`src/rtl/exec_unit.sv`:
```
// rtl/exec_unit.sv - Tomasulo execution stage: adder and mul/div units sharing one CDB
// Optional restoring divider built when EXEC_DIV_EN is defined.
module exec_unit #(
    parameter int DW   = 16,
    parameter int ROBW = 3,
    parameter int RDW  = 4
) (
    input  logic            clk1,
    input  logic            rst,
    input  logic            start,
    input  logic [1:0]      rs_index,
    input  logic [DW-1:0]   rs1_data,
    input  logic [DW-1:0]   rs2_data,
    input  logic [3:0]      func,
    input  logic [ROBW-1:0] rob_ind,
    input  logic [RDW-1:0]  rd,
    output logic            add_busy,
    output logic            mul_busy,
    output logic            issue_drop,
    output logic            cdb_valid,
    output logic [DW-1:0]   cdb_data,
    output logic [ROBW-1:0] cdb_rob,
    output logic [RDW-1:0]  cdb_rd,
    output logic [1:0]      cdb_rs_index,
    output logic            cdb_unit,
    output logic            cdb_err
);
    localparam int CW = $clog2(DW + 1);

    logic            add_sub;
    logic [DW-1:0]   add_a, add_b;
    logic [ROBW-1:0] add_rob;
    logic [RDW-1:0]  add_rd;
    logic [1:0]      add_rs;

    logic            mul_is_div;
    logic [DW-1:0]   mul_a, mul_b;
    logic [ROBW-1:0] mul_rob;
    logic [RDW-1:0]  mul_rd;
    logic [1:0]      mul_rs;
    logic [CW-1:0]   mul_cnt;

    logic            legal, accept_add, accept_mul;
    logic [CW-1:0]   mul_last;
    logic            mul_done, add_done;
    logic [DW-1:0]   add_result, mul_result;
    logic            mul_err;

`ifdef EXEC_DIV_EN
    logic [DW-1:0]   div_rem, div_quo;
    logic [DW:0]     rem_sh;
    logic [DW-1:0]   rem_sub;
    logic            rem_ge, div_step;
`endif

    always_comb begin
        legal      = (func[3:2] == 2'b00);
        accept_add = start && legal && !func[1] && !add_busy;
        accept_mul = start && legal &&  func[1] && !mul_busy;
        add_result = add_sub ? (add_a - add_b) : (add_a + add_b);
    end

    // mul_cnt counts edges since accept; the unit completes when it reaches mul_last
`ifdef EXEC_DIV_EN
    always_comb begin
        mul_last   = mul_is_div ? CW'(DW) : CW'(2);
        rem_sh     = {div_rem, div_quo[DW-1]};
        rem_ge     = (rem_sh >= {1'b0, mul_b});
        rem_sub    = rem_sh[DW-1:0] - mul_b;
        div_step   = mul_busy && mul_is_div && (mul_cnt < CW'(DW));
        mul_result = mul_is_div ? div_quo : mul_a * mul_b;
        mul_err    = mul_is_div && (mul_b == '0);
    end
`else
    always_comb begin
        mul_last   = CW'(2);
        mul_result = mul_is_div ? '0 : mul_a * mul_b;
        mul_err    = mul_is_div;
    end
`endif

    // mul/div wins the bus on a tie; the adder simply waits with busy still high
    always_comb begin
        mul_done = mul_busy && (mul_cnt == mul_last);
        add_done = add_busy && !mul_done;
    end

    always_ff @(posedge clk1 or posedge rst) begin
        if (rst) begin
            add_busy     <= 1'b0;
            mul_busy     <= 1'b0;
            issue_drop   <= 1'b0;
            cdb_valid    <= 1'b0;
            cdb_data     <= '0;
            cdb_rob      <= '0;
            cdb_rd       <= '0;
            cdb_rs_index <= '0;
            cdb_unit     <= 1'b0;
            cdb_err      <= 1'b0;
            add_sub      <= 1'b0;
            add_a        <= '0;
            add_b        <= '0;
            add_rob      <= '0;
            add_rd       <= '0;
            add_rs       <= '0;
            mul_is_div   <= 1'b0;
            mul_a        <= '0;
            mul_b        <= '0;
            mul_rob      <= '0;
            mul_rd       <= '0;
            mul_rs       <= '0;
            mul_cnt      <= '0;
`ifdef EXEC_DIV_EN
            div_rem      <= '0;
            div_quo      <= '0;
`endif
        end else begin
            issue_drop   <= start && !(accept_add || accept_mul);
            cdb_valid    <= 1'b0;
            cdb_data     <= '0;
            cdb_rob      <= '0;
            cdb_rd       <= '0;
            cdb_rs_index <= '0;
            cdb_unit     <= 1'b0;
            cdb_err      <= 1'b0;

            if (mul_done) begin
                cdb_valid    <= 1'b1;
                cdb_data     <= mul_result;
                cdb_rob      <= mul_rob;
                cdb_rd       <= mul_rd;
                cdb_rs_index <= mul_rs;
                cdb_unit     <= 1'b1;
                cdb_err      <= mul_err;
                mul_busy     <= 1'b0;
            end else if (add_done) begin
                cdb_valid    <= 1'b1;
                cdb_data     <= add_result;
                cdb_rob      <= add_rob;
                cdb_rd       <= add_rd;
                cdb_rs_index <= add_rs;
                add_busy     <= 1'b0;
            end

            if (accept_add) begin
                add_busy <= 1'b1;
                add_sub  <= func[0];
                add_a    <= rs1_data;
                add_b    <= rs2_data;
                add_rob  <= rob_ind;
                add_rd   <= rd;
                add_rs   <= rs_index;
            end

            if (mul_busy && !mul_done)
                mul_cnt <= mul_cnt + CW'(1);

`ifdef EXEC_DIV_EN
            if (div_step) begin
                div_rem <= rem_ge ? rem_sub : rem_sh[DW-1:0];
                div_quo <= {div_quo[DW-2:0], rem_ge};
            end
`endif

            if (accept_mul) begin
                mul_busy   <= 1'b1;
                mul_is_div <= func[0];
                mul_a      <= rs1_data;
                mul_b      <= rs2_data;
                mul_rob    <= rob_ind;
                mul_rd     <= rd;
                mul_rs     <= rs_index;
                mul_cnt    <= '0;
`ifdef EXEC_DIV_EN
                div_rem    <= '0;
                div_quo    <= rs1_data;
`endif
            end
        end
    end
endmodule

```
`config.mk`:
```
export PLATFORM = sky130hd
export DESIGN_NAME = exec_unit
export DESIGN_NICKNAME = d
export VERILOG_FILES = /design/src/rtl/exec_unit.sv
export SDC_FILE = /design/constraint.sdc
export NUM_CORES = 1
export LEC_CHECK = 0
export CORE_AREA = 2 2 180 112
export DETAILED_ROUTE_END_ITERATION = 10
export DIE_AREA = 0 0 182 114
export GPL_TIMING_DRIVEN = 0
export PLACE_DENSITY = 0.82
export RECOVER_POWER = 25
export SYNTH_ARGS = -nofsm -noshare
export SYNTH_HDL_FRONTEND = slang
export SYNTH_SLANG_ARGS = --single-unit
```
`constraint.sdc`:
```
create_clock -name clk1 -period 16.5 [get_ports clk1]
set_input_delay 3.3 -clock clk1 [delete_from_list [all_inputs] [get_ports clk1]]
set_output_delay 3.3 -clock clk1 [all_outputs]
set_load 0.01 [all_outputs]
```
Yosys cells after proc, flatten, opt, wreduce, memory -nomap -nowiden
Cells that the tools add are included.
- register bits after elaboration: 120
- latch bits: 0
- memory bits (writable): 0
- bits in read-only memories: 0
- bits of input ports: 48
- output and inout bits: 31
- logic and storage cells: 70
- memories kept: 0
- add/sub/neg operators: 3
- multipliers: 1
- divide/modulo/power cells: 0
- order comparisons: 0
- equal/unequal tests: 2
- shift operators: 0
- mux-type cells: 21
- bitwise operators: 0
- reduce and logical (&&, ||, !) cells: 20
- operator list (operator ; count):
    $mux W16 ; 4
    $add A16 B16 Y16 ; 1
    $mul A16 B16 Y16 ; 1
    $sub A16 B16 Y16 ; 1
    $mux W5 ; 2
    $logic_and A1 B1 Y1 ; 9
    $mux W1 ; 9
    $mux W4 ; 2
    $mux W3 ; 2
    $reduce_bool A2 Y1 ; 3
    $add A5 B1 Y5 const B ; 1
    $eq A5 B2 Y1 const B ; 1
    $logic_not A1 Y1 ; 5
    $mux W2 ; 2
    $logic_not A2 Y1 ; 1
    $ne A2 B2 Y1 const B ; 1
    $reduce_and A2 Y1 ; 1
    $logic_or A1 B1 Y1 ; 1

Depth between registers and ports, before layout
Gate-level depths: netlist (run 1).
- depth in word-level cells: 7
- depth in mapped cells: 20
- gate-level depth less buffers: 19

Least setup slack after synthesis (run 1)
OpenSTA, ideal clock, no wires.
- path kind: flip-flop to flip-flop
- start point: register mul_b[1]
- end point: register cdb_data[15]
- library setup time: 0.138 ns
- arrival time: 5.112 ns
- data required time: 16.362 ns
- path slack: 11.251 ns
- stages on the path, launching flop included: 18
- buffers on the path: 1
- clock period less this slack: 5.249 ns
- cell sequence: dfrtp_1 > clkbuf_1 > nand2_1 > fa_1 > fa_1 > fa_1 > fa_1 > inv_1 > fa_1 > inv_1 > fa_1 > inv_1 > ha_1 > and3_1 > a31o_1 > o41a_1 > xnor2_1 > o22ai_1
- word-level cells in the longest chain between the ends: 3
- RTL lines (item ; line ; text):
    start, declared ; 37 ; logic [DW-1:0] mul_a, mul_b;
    start signal, assigned ; 169 ; mul_b <= rs2_data;
    $mul A16 B16 Y16 ; 77 ; mul_result = mul_is_div ? '0 : mul_a * mul_b;
    $mux W16 ; 77 ;
    $mux W16 ; 127 ; if (mul_done) begin
    end signal, assigned ; 129 ; cdb_data <= mul_result;
    end signal, assigned ; 138 ; cdb_data <= add_result;
    end, declared ; 21 ; output logic [DW-1:0] cdb_data,
No other way between the ends.
A chain may end at the register's enable or synchronous reset.

==> run_results.csv, run 1 <==
group,metric,value,unit
clock_network,cts_sinks,120,
floorplan,pin_count,79,
synthesis,synth_seq_cells,120,
cells_and_area,syn_to_final_growth,18.3,%
synthesis,syn_nets,1108,
drt,first_pass_iters,7,
grt,grt_overflow,0,
timing,final_hold_viol_count,0,
timing,relSlewSlack,-249,%
setup_path,start_kind,"input pin",
status,status,"finished with violations",
power_and_ir_drop,ir_drop,0.156,mV
synthesis,synth_edf_count,0,
timing,fin_crit,8830,ps
synthesis,ys_warn_count,0,
drt,avgViaCountPerCell,5.48,
timing,period_share,53.5,%
placed_design,gp_congestion,0.909,
worst_hold_path,hp-class,"flop to flop",
drt,drc,0,
floorplan,dieWidth,182,um
setup_path,crit_path_max_fanout,102,
timing,grt_setup_unrepaired,"no",
placed_design,placed_area,10500,um2
floorplan,row_count,40,
synthesis,syn_inst,912,
synthesis,synthArstFlopShare,100,%
drt,ant_nets,0,
timing,finClkSkew,7.54,ps
grt,grt_max_degree,103,
setup_path,path_class,"input pin to async pin",
synthesis,syn-cell-area,9380,um2
timing,tightest_slew,5230,ps
clock_network,cts_buffers,17,
setup_path,crit_required,15770,ps
timing,max_clock_freq,113,MHz
cells_and_area,antennaDiodeCount,0,
synthesis,ys.flop_type,"dfrtp_1",
grt,grt_pass1_vias,7268,
synthesis,synth_area_per_cell,10.3,um2
cells_and_area,final.fill_count,1528,
drt,vias,6992,
synthesis,synthTopCellsByArea,"dfrtp_1 32%, fa_1 17%, mux2_2 10%",
setup_path,end_kind,"async pin",
clock_network,cts_resized,0,
placed_design,dp_hpwl,19.1,mm
clock_network,cts_tree,"done",
clock_network,cts_hold_buf,0,
floorplan,design.die.area,20700,um2
placed_design,post-place-cells,1243,
cells_and_area,drive_above_1_share,12.2,%
cells_and_area,fin_area,11100,um2
job,cap_violations,1,
cells_and_area,final_cell_count_no_fill,1275,
synthesis,synth_top_cell_by_area,"dfrtp_1",
status,failed_checks,"max-capacitance violations, max-slew violations",
clock_network,clk_path_buf_depth,2,
power_and_ir_drop,p_leak,5.22,nW
timing,drv_slew,103,
setup_path,cp.arrival,8100,ps
grt,track_usage,25.7,%
synthesis,seq_area_frac_synth,32.0,%
drt,wl_per_cell,19.6,um
placed_design,port_buffers,78,
clock_network,cts_root_buf,"clkbuf_16",
clock_network,postCtsSetupBuffers,0,
grt,grt_antenna_before_repair,0,
synthesis,yosysTopAreaCellShare,32.0,%
clock_network,clkLatencyLatePin,420,ps
floorplan,die_h,114,um
power_and_ir_drop,pwr_density_cell,211,nW/um2
clock_network,htreeDepth,4,
timing,setup_tns,0,ps
drt,wl,24.9,mm
cells_and_area,final_nets,1206,
floorplan,initial_core_util,48.6,%
timing,setup_violations,0,
floorplan,design.core.area,19300,um2
drt,drt_iter0_drc,710,
synthesis,ys_types,48,
grt,grt_pass1_wl,40.1,mm
clock_network,clkTransAtPathRegs,60,ps
area by class of cell:
class	count	area (um2)	share of cell area, %
multi-input combinational	633	5780	52.1
buffer	33	125	1.13
clock inverter	15	188	1.69
clock buffer	17	425	3.83
timing repair buffer	79	785	7.07
tap	252	315	2.84
inverter	126	474	4.27
sequential	120	3000	27.1
cells by family after synthesis:
group | count (synthesis) | synth area share (%)
compound gates | 71 | 5.26
flops | 120 | 32.0
mux | 85 | 10.2
buf+inv | 159 | 6.38
xor+xnor | 69 | 6.44
fa+ha+maj | 148 | 26.2
simple gates | 260 | 13.5
report_power, final:
group	total, W	switching (W)	internal [W]
logic	0.00152	0.000873	0.000651
registers	0.000423	0.0000693	0.000354
clock network	0.000390	0.000149	0.000241
total	0.00234	0.00109	0.00125
per-stage QoR:
| step | hold slack, ps | utilization [%] | setup slack (ps) | total power, W |
|---|---|---|---|---|
| 6_report | 470 | 57.4 | 7670 | 0.00234 |
| 5_1_grt | 490 | 57.4 | 6370 | 0.00252 |
| 3_5_place_dp | 451 | 54.4 | 10450 | 0.00190 |
| 4_1_cts | 467 | 57.6 | 10350 | 0.00232 |
| 2_1_floorplan | 433 | - | 10010 | 0.00146 |
| 3_3_place_gp | 445 | 54.2 | 8410 | 0.00187 |
layout by cell type, fill, tap and decap left out, types with 2 or more instances in the layout:
cell type,Yosys,final
inv_1,126,125
inv_6,0,7
a2111oi_4,2,2
clkinvlp_4,0,2
a211oi_1,3,3
or3_1,3,3
a21oi_1,22,22
nor3_1,11,11
nand2b_1,5,5
buf_1,5,5
bufinv_16,0,3
nor2_1,27,27
clkdlybuf4s50_1,0,77
fa_1,81,81
nand3_1,21,21
o21ai_0,9,9
clkinv_2,0,2
a21o_1,4,4
a31oi_1,3,3
clkbuf_16,0,17
nor2b_1,2,2
dfrtp_1,120,120
nand4_1,2,2
and3_1,6,6
ha_1,67,67
xnor2_1,47,47
o22ai_1,12,12
mux2_2,84,84
and2_1,71,70
clkbuf_1,27,28
o21a_1,3,3
nand2_1,106,106
xor2_1,22,22
cells in the mapped netlist, drive strengths merged, types with 21 or more instances:
| master | n |
|---|---|
| dfrtp | 120 |
| nor2 | 27 |
| clkbuf | 27 |
| inv | 126 |
| and2 | 71 |
| mux2 | 84 |
| xor2 | 22 |
| xnor2 | 47 |
| ha | 67 |
| a21oi | 23 |
| nand2 | 106 |
| nand3 | 21 |
| fa | 81 |
sequential cells by signal, indices dropped and copies added, names as in the netlist, 4 cells and up:
register / count
cdb_data: 16
mul_cnt: 5
cdb_rd: 4
add_rd: 4
add_a: 16
add_b: 16
mul_b: 16
mul_a: 16
mul_rd: 4
routing by layer:
layer | routed length, um | global-route usage (%) | part of all wire, %
met1 | 11600 | 37.9 | 46
met2 | 10400 | 36.7 | 42
met3 | 2800 | 9.23 | 11
met4 | 201 | 4.46 | 0.81
met5 | 0 | 0 | 0
worst paths after layout:
path                             from      endpoint  slack, ps  cells past startpoint
max                               rst     mul_b[15]       7670                      3
min in group asynchronous         rst      add_a[1]       3440                      2
max reg2reg                  mul_b[1]  cdb_data[15]      10310                     17
max in group clk1            mul_b[1]  cdb_data[15]      10310                     17
min                        mul_rob[0]    cdb_rob[0]        470                      2
min reg2reg                mul_rob[0]    cdb_rob[0]        470                      2
worst max-delay path: stages:
cell and delay (ps):
dlygate4sd3_1 540, clkinvlp_2 490, clkbuf_1 3680
Power figures use the tool's default switching activity.
==> inputs of run 2 (changes only) <==
PLACE_DENSITY = 0.84   (was 0.82)
clock period = 7.8 ns   (was 16.5 ns; I/O delays follow)
==> run_results.csv, run 2 (synthesized netlist as in run 1, its figures left out) <==
group,metric,value,unit
status,status,"finished, final reports clean",
drt,avgViaCountPerCell,5.48,
grt,grt_max_degree,102,
timing,final_hold_viol_count,0,
drt,ant_nets,0,
cells_and_area,final.fill_count,1533,
floorplan,row_count,40,
clock_network,cts_hold_buf,0,
setup_path,start_kind,"flop",
setup_path,cp_num_buf_inv,4,
drt,wl,25.4,mm
cells_and_area,fin_util,57.7,%
placed_design,dp_hpwl,19.3,mm
placed_design,post-place-cells,1243,
timing,setup_violations,0,
setup_path,crit_path_max_fanout,10,
clock_network,cts_buffers,17,
clock_network,cts_resized,0,
cells_and_area,final_nets,1206,
setup_path,path_common_cell,"fa_1",
grt,grt_overflow,0,
cells_and_area,syn_to_final_growth,18.8,%
setup_path,cp_slowest_cell,"dfrtp_1",
clock_network,clkTransAtPathRegs,60,ps
setup_path,cp_top_family,"adder cells",
timing,finClkSkew,10.7,ps
cells_and_area,layout_common_cells,"125 x inv_1, 120 x dfrtp_1, 106 x nand2_1",
timing,drv_slew,0,
clock_network,postCtsSetupBuffers,0,
grt,track_usage,25.8,%
placed_design,gp_congestion,0.924,
setup_path,cp_slowest_stage_delay,560,ps
drt,first_pass_iters,6,
clock_network,cts_root_buf,"clkbuf_16",
grt,grt_pass1_vias,7177,
worst_hold_path,hp-class,"flop to flop",
timing,period_share,79.0,%
cells_and_area,drive_above_1_share,12.2,%
clock_network,cts_tree,"done",
drt,drc,0,
floorplan,dieWidth,182,um
timing,fin_crit,6160,ps
power_and_ir_drop,p_leak,5.24,nW
floorplan,initial_core_util,48.6,%
clock_network,cts_sinks,120,
drt,wl_per_cell,19.9,um
floorplan,design.core.area,19300,um2
cells_and_area,fin_area,11100,um2
cells_and_area,regArea,3000,um2
setup_path,path_class,"flop to flop",
job,cap_violations,0,
drt,vias,6983,
timing,setup_tns,0,ps
setup_path,path_cells,"clkbuf_1, nand2_1, fa_1, fa_1, inv_1, fa_1, fa_1, fa_1, inv_1, fa_1, inv_1, ha_1, and3_1, a31o_1, o41a_1, xnor2_1, o22ai_1",
power_and_ir_drop,ir_drop,0.447,mV
cells_and_area,multi_input_area,5780,um2
drt,drt_iter0_drc,663,
grt,grt_antenna_before_repair,1,
floorplan,die_h,114,um
floorplan,design.die.area,20700,um2
clock_network,htreeDepth,4,
setup_path,cp.arrival,6470,ps
placed_design,placed_area,10500,um2
placed_design,port_buffers,78,
clock_network,clkLatencyLatePin,420,ps
cells_and_area,mostFrequentLayoutCell,"inv_1",
grt,grt_pass1_wl,40.3,mm
floorplan,pin_count,79,
timing,grt_setup_unrepaired,"no",
setup_path,end_kind,"flop",
timing,tightest_slew,938,ps
cells_and_area,antennaDiodeCount,0,
timing,relSlewSlack,37.1,%
setup_path,crit_required,8110,ps
timing,max_clock_freq,162,MHz
power_and_ir_drop,pwr_density_cell,448,nW/um2
clock_network,clk_path_buf_depth,2,
cells_and_area,final_cell_count_no_fill,1275,
run 2: cell count changes in the layout (fill, tap and decap cells not counted):
| cell | previous run | this run |
|---|---|---|
| and2_0 | 1 | 0 |
| clkinvlp_4 | 2 | 3 |
| clkinv_4 | 0 | 2 |
| clkbuf_8 | 0 | 3 |
| and2_1 | 70 | 71 |
| buf_16 | 0 | 1 |
| inv_8 | 1 | 0 |
| inv_6 | 7 | 0 |
| bufinv_16 | 3 | 4 |
run 2: layout make-up:
class                   count  area share [%]
flip-flops and latches    120            26.9
inverters                 126            4.25
clock inverters            11            1.53
clock buffers              21            4.22
repair buffers             79            7.25
well taps                 252            2.83
plain buffers              33            1.12
multi-input cells         633            51.9
run 2: worst min-delay path: cells and delay by family (launching register included):
family / cells / cell delay (ps)
flip-flops: 1 / 340
AND/OR/NAND/NOR: 2 / 100
run 2: worst paths after layout:
path | from | end | slack (ps) | depth (start not counted)
worst max-delay path | mul_b[1] | cdb_data[15] | 1640 | 17
worst min-delay path | mul_rob[2] | cdb_rob[2] | 470 | 2
worst max register to register | mul_b[1] | cdb_data[15] | 1640 | 17
worst min register to register | mul_rob[2] | cdb_rob[2] | 470 | 2
max in group asynchronous | rst | mul_b[14] | 5100 | 3
min in group asynchronous | rst | cdb_data[8] | 1750 | 2
run 2: per-stage QoR:
stage	hold WS (ps)	power, W	worst slack (ps)
global placement	444	0.00394	1420
detailed placement	453	0.00404	1710
global route	493	0.00538	1430
CTS	467	0.00494	1650
floorplan	433	0.00309	2550
finish	467	0.00499	1640
run 2: power by group:
part / leakage, nW / switching [W] / internal [W]
clock network: 0.305 / 0.000288 / 0.000560
logic: 3.42 / 0.00186 / 0.00139
registers: 1.52 / 0.000145 / 0.000749
total: 5.24 / 0.00230 / 0.00270
run 2: per-layer routing:
| layer | GRT usage (%) | wire (um) | up-vias |
|---|---|---|---|
| met2 | 36.1 | 10600 | 305 |
| met5 | 0 | 12 | - |
| met1 | 38.0 | 11600 | 3517 |
| met3 | 9.67 | 2790 | 36 |
| li1 | - | - | 3123 |
| met4 | 6.08 | 368 | 2 |
